`src/rtl/muldiv_seq.sv`:
```
// Iterative multiply/divide unit owning the HI/LO pair: one result bit per cycle,
// a single sign-fixup cycle, and MTHI/MTLO writes while idle.
module muldiv_seq #(
    parameter int unsigned WIDTH = 32
) (
    input  logic             clk,
    input  logic             rst_n,
    input  logic             start,
    input  logic [1:0]       op,
    input  logic [WIDTH-1:0] a,
    input  logic [WIDTH-1:0] b,
    input  logic             abort,
    input  logic             hi_we,
    input  logic             lo_we,
    input  logic [WIDTH-1:0] wdata,
    output logic             busy,
    output logic             done,
    output logic [WIDTH-1:0] hi,
    output logic [WIDTH-1:0] lo
);

    localparam int unsigned CW = (WIDTH > 1) ? $clog2(WIDTH) : 1;
    localparam int unsigned AW = 2 * WIDTH;

    typedef enum logic [1:0] {
        S_IDLE = 2'd0,
        S_CALC = 2'd1,
        S_FIX  = 2'd2
    } state_t;

    state_t           state, state_nxt;
    logic [CW-1:0]    cnt, cnt_nxt;
    logic [1:0]       op_q, op_nxt;
    logic [WIDTH-1:0] mag_a, mag_a_nxt;
    logic [WIDTH-1:0] mag_b, mag_b_nxt;
    logic             sgn_a, sgn_a_nxt;
    logic             sgn_b, sgn_b_nxt;
    logic [AW-1:0]    acc, acc_nxt;
    logic [WIDTH-1:0] hi_nxt, lo_nxt;
    logic             done_nxt;
    logic             busy_nxt;

    // divide datapath temporaries
    logic [WIDTH:0]   trial;
    logic [WIDTH:0]   diff;
    logic [WIDTH-1:0] quo_fix;
    logic [WIDTH-1:0] rem_fix;
    logic [AW-1:0]    prod_fix;

    // State register plus all datapath/output registers
    always_ff @(posedge clk or negedge rst_n) begin
        if (!rst_n) begin
            state <= S_IDLE;
            cnt   <= '0;
            op_q  <= '0;
            mag_a <= '0;
            mag_b <= '0;
            sgn_a <= 1'b0;
            sgn_b <= 1'b0;
            acc   <= '0;
            hi    <= '0;
            lo    <= '0;
            done  <= 1'b0;
            busy  <= 1'b0;
        end else begin
            state <= state_nxt;
            cnt   <= cnt_nxt;
            op_q  <= op_nxt;
            mag_a <= mag_a_nxt;
            mag_b <= mag_b_nxt;
            sgn_a <= sgn_a_nxt;
            sgn_b <= sgn_b_nxt;
            acc   <= acc_nxt;
            hi    <= hi_nxt;
            lo    <= lo_nxt;
            done  <= done_nxt;
            busy  <= busy_nxt;
        end
    end

    // Next-state, iteration step and result fixup
    always_comb begin
        state_nxt = state;
        cnt_nxt   = cnt;
        op_nxt    = op_q;
        mag_a_nxt = mag_a;
        mag_b_nxt = mag_b;
        sgn_a_nxt = sgn_a;
        sgn_b_nxt = sgn_b;
        acc_nxt   = acc;
        hi_nxt    = hi;
        lo_nxt    = lo;
        done_nxt  = 1'b0;
        trial     = '0;
        diff      = '0;
        quo_fix   = '0;
        rem_fix   = '0;
        prod_fix  = '0;

        case (state)
            S_IDLE: begin
                if (hi_we) hi_nxt = wdata;
                if (lo_we) lo_nxt = wdata;
                if (start && !abort) begin
                    // op[0]==0 selects the signed variants
                    op_nxt    = op;
                    sgn_a_nxt = ~op[0] & a[WIDTH-1];
                    sgn_b_nxt = ~op[0] & b[WIDTH-1];
                    mag_a_nxt = (~op[0] & a[WIDTH-1]) ? WIDTH'(-a) : a;
                    mag_b_nxt = (~op[0] & b[WIDTH-1]) ? WIDTH'(-b) : b;
                    acc_nxt   = '0;
                    cnt_nxt   = CW'(WIDTH - 1);
                    state_nxt = S_CALC;
                end
            end

            S_CALC: begin
                if (abort) begin
                    state_nxt = S_IDLE;
                end else begin
                    if (op_q[1]) begin
                        // restoring divide: remainder in upper half, quotient shifts into lower half
                        trial = {acc[AW-1:WIDTH], mag_a[cnt]};
                        diff  = trial - {1'b0, mag_b};
                        if (trial >= {1'b0, mag_b}) begin
                            acc_nxt = {diff[WIDTH-1:0], acc[WIDTH-2:0], 1'b1};
                        end else begin
                            acc_nxt = {trial[WIDTH-1:0], acc[WIDTH-2:0], 1'b0};
                        end
                    end else begin
                        // MSB-first shift-add over the full-width product
                        acc_nxt = {acc[AW-2:0], 1'b0}
                                + (mag_b[cnt] ? {{WIDTH{1'b0}}, mag_a} : {AW{1'b0}});
                    end
                    if (cnt == '0) begin
                        state_nxt = S_FIX;
                    end else begin
                        cnt_nxt = cnt - 1'b1;
                    end
                end
            end

            S_FIX: begin
                state_nxt = S_IDLE;
                if (!abort) begin
                    done_nxt = 1'b1;
                    if (op_q[1]) begin
                        if (mag_b == '0) begin
                            // divide by zero returns the dividend bits exactly as issued
                            lo_nxt = {WIDTH{1'b1}};
                            hi_nxt = sgn_a ? WIDTH'(-mag_a) : mag_a;
                        end else begin
                            quo_fix = (sgn_a ^ sgn_b) ? WIDTH'(-acc[WIDTH-1:0]) : acc[WIDTH-1:0];
                            rem_fix = sgn_a ? WIDTH'(-acc[AW-1:WIDTH]) : acc[AW-1:WIDTH];
                            lo_nxt  = quo_fix;
                            hi_nxt  = rem_fix;
                        end
                    end else begin
                        prod_fix = (sgn_a ^ sgn_b) ? AW'(-acc) : acc;
                        hi_nxt   = prod_fix[AW-1:WIDTH];
                        lo_nxt   = prod_fix[WIDTH-1:0];
                    end
                end
            end

            default: state_nxt = S_IDLE;
        endcase

        busy_nxt = (state_nxt != S_IDLE);
    end

endmodule

```
`config.mk`:
```
export PLATFORM = sky130hd
export DESIGN_NAME = muldiv_seq
export DESIGN_NICKNAME = d
export VERILOG_FILES = /design/src/rtl/muldiv_seq.sv
export SDC_FILE = /design/constraint.sdc
export NUM_CORES = 1
export LEC_CHECK = 0
export CAP_MARGIN = 20
export CORE_ASPECT_RATIO = 2
export CORE_MARGIN = 1
export CORE_UTILIZATION = 30
export CTS_CLUSTER_DIAMETER = 120
export DETAILED_ROUTE_END_ITERATION = 8
export PLACE_DENSITY = 0.47
export RECOVER_POWER = 100
export REMOVE_ABC_BUFFERS = 1
export SKIP_LAST_GASP = 1
export SLEW_MARGIN = 15
export SYNTH_ARGS = -nofsm -noshare
export SYNTH_HDL_FRONTEND = slang
export SYNTH_SLANG_ARGS = --single-unit
```
`constraint.sdc`:
```
create_clock -name clk -period 6.1 [get_ports clk]
set_clock_uncertainty 0.05 [all_clocks]
set_input_delay 1.22 -clock clk [delete_from_list [all_inputs] [get_ports clk]]
set_output_delay 1.22 -clock clk [all_outputs]
set_load 0.02 [all_outputs]
```
-- Word-level counts from Yosys, hierarchy flattened
Cells that the tools add are included.
- logic and storage cells: 84
- flip-flop bits (word level): 205
- equal/unequal tests: 8
- mux-type cells: 36
- magnitude comparators: 2
- bitwise operators: 4
- $add $sub $neg: 9
- reduce and logical (&&, ||, !) cells: 13
- operators by type and width (operator ; count):
    two-way mux 32 bit ; 14
    two-way mux 64 bit ; 5
    negation 32 bit ; 5
    one-hot mux 32 bit (2 select lines) ; 2
    one-hot mux 64 bit (2 select lines) ; 1
    adder 64 x 32 -> 64 bit ; 1
    negation 64 bit ; 1
    >= comparator 33 x 32 -> 1 bit ; 1
    logical NOT 32 bit ; 1
    subtractor 32 bit ; 1
    two-way mux 5 bit ; 3
    inequality test 2 bit, second input constant ; 6
    binary-select mux 1 bit (select 5 bit) ; 2
    one-hot mux 5 bit (2 select lines) ; 1
    AND reduction 3 bit ; 3
    < comparator 5 x 6 -> 1 bit, second input constant ; 1
    two-way mux 2 bit ; 3
    nonzero test 2 bit ; 3
    logical NOT 5 bit ; 1
    subtractor 5 x 1 -> 5 bit, second input constant ; 1
    two-way mux 1 bit ; 4
    one-hot mux 2 bit (2 select lines) ; 1
    AND reduction 4 bit ; 1
    AND 1 bit ; 2
    other kinds (8) ; 8

-- Depth between registers and ports, before layout
Gate-level depths: netlist of run 1.
- word-level depth: 7
- gate-level depth with buffers: 23
- depth with buffers taken out: 18

-- Least setup slack after synthesis of run 1
No wires, ideal clock.
- kind: register to register
- start: reg cnt[0]
- end: reg acc[50]
- data required time: 5959 ps
- cell stages (with the launch flop): 20
- path buffers: 4
- arrival time: 4760 ps
- period minus slack after synthesis: 4901 ps
- setup slack: 1199 ps
- cell sequence: dfrtp_1 -> buf_2 -> buf_2 -> clkbuf_1 -> mux2i_1 -> o31ai_1 -> o22ai_1 -> o31ai_1 -> clkbuf_1 -> and2_1 -> ha_1 -> nand4_1 -> nor4_1 -> o21ai_0 -> nand4_1 -> a41oi_1 -> o31a_1 -> or4_1 -> xor2_1 -> o221ai_1
- word-level cells in the longest chain between the ends: 7
- elaborated cells between the ends (all ways): 12
- ends and longest elaborated chain (what ; line ; text):
    start, declared ; 32 ; logic [CW-1:0] cnt, cnt_nxt;
    start signal, assigned ; 67 ; cnt <= cnt_nxt;
    binary-select mux 1 bit (select 5 bit) (on tied branches) ; 133, 123 ;
    two-way mux 1 bit (on tied branches) ; 133, 123 ;
    two-way mux 32 bit, or another cell as far along ; 133 ; + (mag_b[cnt] ? {{WIDTH{1'b0}}, mag_a} : {AW{1'b0}});
    adder 64 x 32 -> 64 bit or two-way mux 64 bit (tied branches) ; 133, 125 ;
    two-way mux 64 bit * ; 121 ; if (op_q[1]) begin
    two-way mux 64 bit * ; 118 ; if (abort) begin
    one-hot mux 64 bit (2 select lines) * ; 100 ; case (state)
    end signal, assigned ; 73 ; acc <= acc_nxt;
    end, declared ; 38 ; logic [AW-1:0] acc, acc_nxt;
Mark *: on every way between the ends. The rest lies on a longest branch, timed or not. The select of a mux whose other input is x is not followed.
A chain may end at the register's enable or synchronous reset.

-- Final worst setup path of run 1
- start: reg cnt[1]
- end: reg acc[50]
The elaborated chain is that of the path after synthesis.

==> results.toml, run 1 <==
[outcome]
status = "finished with violations"
violations = "DRC, capacitance limit, slew limit"

[drt]
drt-total-wl_um = 77830
viasPerCell = 5.676
postRouteAntennaNets = 0
wl_met2_um = 41400
dr.pass1.iters = 7
dr.max_layer_used = "met4"
wl_met3_um = 3033
wl_per_cell_um = 23.95
drtIter0Drc = 1192
post-route-drc-count = 1
num_vias = 18440
m1WireLength_um = 27070

[clock_tree]
h-tree-depth = 1
cts_setup_buffers = 0
clkTransAtPathRegs_ns = 0.07
cts.sinks = 204
cts_resized = 0
cts_buffers = 23
root_buffer = "clkbuf_16"
clk_latency_ns = 0.57
clk_path_buf_depth = 3
cts_tree = "yes"
holdBufCountCts = 0

[pwr]
power_density_mw_per_mm2 = 427.0
seq_power_share_pct = 25.5
switchingPower_uw = 4629
p_leak_uw = 0.008703
max-vdd-ir-drop_uv = 204.0
power.share.switching_pct = 50.19
intPower_uw = 4594
pwr-share-comb_pct = 58.3
p_clk_share_pct = 16.3

[timing]
tns_ns = 0
maxClockFrequency_mhz = 177.5
slew_violations = 232
setup_viol = 0
fin_crit_sh_pct = 92.37
worst_pin_slew_ns = 3.799
maxSlewHeadroom_pct = -153.3
rsz0062_at_grt = "false"
finalHoldViolCount = 0
period_needed_ns = 5.634

[layout]
layout-drive-gt1-share_pct = 5.913
nets = 2628
diodes = 0
area_growth_pct = 17.43
fin_util_pct = 35.59
n_fill_cell = 6416

[hold_path]
hp-class = "reg2reg"

[global_routing]
overflow = 0
antenna_found_initial = 0
grt_pass1_vias = 18850
grt_first_pass_wirelength_um = 117100
grt_usage_pct = 24.98
grt_max_degree = 96

[synth]
yosys_warnings = 0
synth_seq_area_share_pct = 27.75
ys.flop_type = "dfrtp_1"
synth_top_area_share_pct = 27.75
syn_area_per_cell_sq_um = 7.723
synth_most_common_cell = "nand2_1"
netlist_top_cells_count = "nand2_1, o21ai_0, dfrtp_1"
synth_top_cell_by_area = "dfrtp_1"
synth_seq_cells = 204
synthTopCellsByArea = "dfrtp_1, o21ai_0, nand2_1"
syn_area_sq_mm = 0.01840
synth_edf_count = 0
synth_cells = 2382
synth.distinct_cells = 79
async_reset_ff_share_pct = 100.0

[critical_path]
arrival_ns = 6.07
critPathKind = "reg2reg"
critPathRequiredTime_ns = 6.54
end_kind = "flip-flop"
crit_fanout = 32
start_kind = "flip-flop"

[placement]
gp_congestion = 0.9360
place.port_buffers = 169
post-dp-hpwl_um = 60370

[floorplan]
start_util_pct = 30.31
dieHeight_um = 352.2
core_sq_mm = 0.06070
rows = 128
ioPinCount = 170
die-area_sq_mm = 0.06237
fp.dieW_um = 177.1

[run]
cap_violations = 5
-- layout make-up --
class / instances / area (sq um) / share of cell area (%)
multi-input combinational: 1921 / 12320 / 57.06
sequential: 204 / 5110 / 23.66
timing repair buffer: 226 / 2128 / 9.853
tap: 780 / 975.9 / 4.518
clock buffer: 29 / 638.1 / 2.954
inverter: 76 / 285.3 / 1.321
clock inverter: 13 / 138.9 / 0.6430
-- placed cells by master, fill, tap and decap left out, drive strengths merged, types with 15 or more instances in the layout --
cell type	n
nand2	298
o21ai	295
dfrtp	204
a21oi	159
nor2	145
xnor2	116
xor2	104
clkdlybuf4s50	100
inv	78
ha	70
dlygate4sd3	68
nand3	67
nor3	45
clkbuf	44
and2	43
buf	43
o22ai	38
mux2i	36
nor4	36
or3	32
a31oi	29
nand4	28
o211ai	28
o31ai	27
or4	26
a21o	25
a211oi	22
mux4	21
nand2b	20
and3	18
a22oi	15
o221ai	15
-- power groups by stage --
| stage | clock, uW | combinational [uW] | sequential, uW |
|---|---|---|---|
| 6_report | 1500 | 5370 | 2350 |
| 5_1_grt | 1580 | 5840 | 2410 |
| 4_1_cts | 1540 | 5400 | 2350 |
| 3_5_place_dp | 0 | 5380 | 2380 |
| 3_3_place_gp | 0 | 5360 | 2370 |
| 2_1_floorplan | 0 | 3490 | 2220 |
-- layer usage --
layer | global-route usage [%] | vias to the layer above
met5 | 0 | -
met4 | 18.43 | 0
met3 | 2.167 | 221
met2 | 46.52 | 652
met1 | 25.34 | 8790
li1 | - | 8777
-- worst paths after layout --
| kind | slack [ns] | startpoint | endpoint | depth (start not counted) |
|---|---|---|---|---|
| setup / recovery | 0.47 | cnt[1] | acc[50] | 19 |
| hold / removal | 0.42 | hi[7] | hi[7] | 2 |
| setup reg to reg | 0.47 | cnt[1] | acc[50] | 19 |
| hold reg to reg | 0.42 | hi[7] | hi[7] | 2 |
| max in group asynchronous | 1.15 | rst_n | sgn_a | 2 |
| min in group asynchronous | 1.87 | rst_n | lo[25] | 1 |
-- registers in the layout, indices dropped and copies added (netlist names) --
| name | flops |
|---|---|
| acc | 64 |
| cnt | 5 |
| lo | 32 |
| sgn_a | 1 |
| op_q | 1 |
| mag_b | 32 |
| sgn_b | 1 |
| state | 2 |
| hi | 32 |
| mag_a | 32 |
| done | 1 |
| busy | 1 |
-- cells by family (layout without fill, tap and decap cells) --
family	Yosys count	after routing	share of synthesized area [%]
buffers and inverters	257	344	5.394
adder cells (fa/ha/maj)	72	72	4.979
flip-flops	204	204	27.75
AND/OR/NAND/NOR	813	813	21.62
XOR/XNOR	220	220	10.47
AO/OA/AOI/OAI	752	752	24.81
multiplexers	64	64	4.979
-- critical path: stages (launching register included) --
cell	delay (ns)
dfrtp_1	0.66
buf_4	0.27
nor2b_1	0.31
nand2_1	0.08
o311ai_0	0.15
o22ai_1	0.17
o31ai_1	0.33
buf_4	0.38
and2_0	0.19
ha_1	0.23
nand4_1	0.12
nor4_1	0.44
buf_4	0.19
o21ai_0	0.15
nand4_1	0.24
a41oi_1	0.18
o31a_1	0.47
or4_1	0.58
xor2_1	0.16
o221ai_1	0.19
-- metrics by stage --
stage | instances | hold WS (ns) | setup slack, ns | cell area [sq um] | power (uW)
2_1_floorplan | 2201 | 0.3893 | 0.3576 | 17690 | 5708
3_3_place_gp | 3206 | 0.4126 | 0.6527 | 20910 | 7731
3_5_place_dp | 3206 | 0.4199 | 0.5131 | 20910 | 7765
4_1_cts | 3248 | 0.4363 | 0.4998 | 21690 | 9302
5_1_grt | 3249 | 0.4414 | 0.1235 | 21600 | 9834
6_report | 3249 | 0.4207 | 0.4656 | 21600 | 9223
No activity file was read; power rests on OpenSTA's default activity.
==> inputs of run 2 (changes only) <==
Settings changed: REMOVE_ABC_BUFFERS 1 to not set.
==> results.toml, run 2 (same netlist as run 1, synthesis figures left out) <==
[critical_path]
start_kind = "flip-flop"
critPathRequiredTime_ns = 6.51
critPathKind = "reg2reg"
end_kind = "flip-flop"
arrival_ns = 6.10
crit_fanout = 32
reg2reg_slack_ns = 0.41
r2r-end = "acc[41]"
reg2reg_from = "cnt[1]"
rr_worst_depth = 20

[drt]
postRouteAntennaNets = 0
wl_per_cell_um = 24.64
dr.pass1.iters = 5
drt-total-wl_um = 80310
post-route-drc-count = 0
num_vias = 18480
viasPerCell = 5.670
drtIter0Drc = 1124

[pwr]
max-vdd-ir-drop_uv = 184.6
p_leak_uw = 0.008789
power_density_mw_per_mm2 = 431.5

[placement]
place.port_buffers = 169
post-dp-hpwl_um = 63110
gp_congestion = 0.9163
dpl_cell_area_sq_mm = 0.02096

[synth]
synthesis.nets = 2558

[clock_tree]
cts_setup_buffers = 0
cts.sinks = 204
clkTransAtPathRegs_ns = 0.07
clk_latency_ns = 0.58
cts_resized = 0
clk_path_buf_depth = 3
cts_tree = "yes"
root_buffer = "clkbuf_16"
cts_buffers = 23
h-tree-depth = 1
holdBufCountCts = 0

[floorplan]
start_util_pct = 30.31
core_sq_mm = 0.06070
fp.dieW_um = 177.1
ioPinCount = 170
rows = 128
die-area_sq_mm = 0.06237
dieHeight_um = 352.2

[timing]
worst_pin_slew_ns = 2.760
rsz0062_at_grt = "false"
maxClockFrequency_mhz = 175.8
period_needed_ns = 5.690
fin_crit_sh_pct = 93.27
slew_violations = 199
finalHoldViolCount = 0
maxSlewHeadroom_pct = -84.00
setup_viol = 0
tns_ns = 0

[hold_path]
hp-class = "reg2reg"
hold_path_depth = 2
hold_start = "lo[13]"
min_to = "lo[13]"

[layout]
max_flop_register = "acc"
finalInstanceArea_sq_mm = 0.02170
final_cell_mix = "nand2_1, o21ai_0, dfrtp_1, a21oi_1, nor2_1"
nets = 2639
final_common_cell = "nand2_1"
layout-drive-gt1-share_pct = 6.621
area_growth_pct = 17.98
largest_reg_flops = 64

[global_routing]
grt_first_pass_wirelength_um = 119700
grt_usage_pct = 25.76
grt_max_degree = 107
grt_pass1_vias = 18770
overflow = 0
antenna_found_initial = 5

[outcome]
status = "finished with violations"
violations = "capacitance limit, slew limit"

[run]
cap_violations = 3
[run 2: layout make-up]
| cell class | count | area [sq um] |
|---|---|---|
| multi-input combinational | 1921 | 12340 |
| clock buffer | 30 | 631.9 |
| timing repair buffer | 237 | 2218 |
| clock inverter | 9 | 137.6 |
| fill | 6330 | 39000 |
| antenna | 2 | 5.005 |
| sequential | 204 | 5110 |
| tap | 780 | 975.9 |
| inverter | 76 | 285.3 |
[run 2: critical path, cell delays in order (launching register included)]
cell	delay, ns
dfrtp_1	0.61
nor2b_1	0.55
a21oi_1	0.15
o31ai_1	0.13
o22ai_1	0.18
o31ai_2	0.36
buf_12	0.23
and2_0	0.15
ha_1	0.20
fa_1	0.26
a211oi_1	0.13
o21ai_0	0.28
a31oi_1	0.13
buf_4	0.17
nand4_1	0.09
nand2_1	0.21
o22ai_1	0.85
buf_4	0.31
nand4_1	0.13
mux2i_1	0.16
a221o_1	0.26
[run 2: power by group]
group / total, uW / switching, uW / internal [uW]
Combinational: 5570 / 3410 / 2160
Clock: 1510 / 652 / 859
Sequential: 2280 / 628 / 1650
Total: 9370 / 4690 / 4670
[run 2: worst max-delay path by stage]
stage,start,to,slack [ns]
after global routing,cnt[0],acc[52],0.06
after global placement,cnt[0],acc[41],0.43
after floorplan,cnt[0],acc[50],1.20
after CTS,cnt[0],acc[50],0.44
final,cnt[1],acc[41],0.41
after detailed placement,cnt[0],acc[50],0.45
[run 2: metrics by stage]
step	hold slack [ns]	worst slack, ns	std cells	util [%]	total power, uW
after floorplan	0.3893	1.199	2382	-	5831
after global placement	0.4066	0.4279	3217	34.53	7826
after detailed placement	0.4184	0.4460	3217	34.53	7868
after CTS	0.4327	0.4422	3256	35.80	9404
after global routing	0.4513	0.06312	3258	35.75	9971
final	0.4226	0.4104	3259	35.75	9365
[run 2: per-layer routing]
metal  GRT usage [%]  wire, um
met1           24.97     27030
met2           48.52     42580
met3           3.062      3704
met4           19.45      6962
met5               0        34
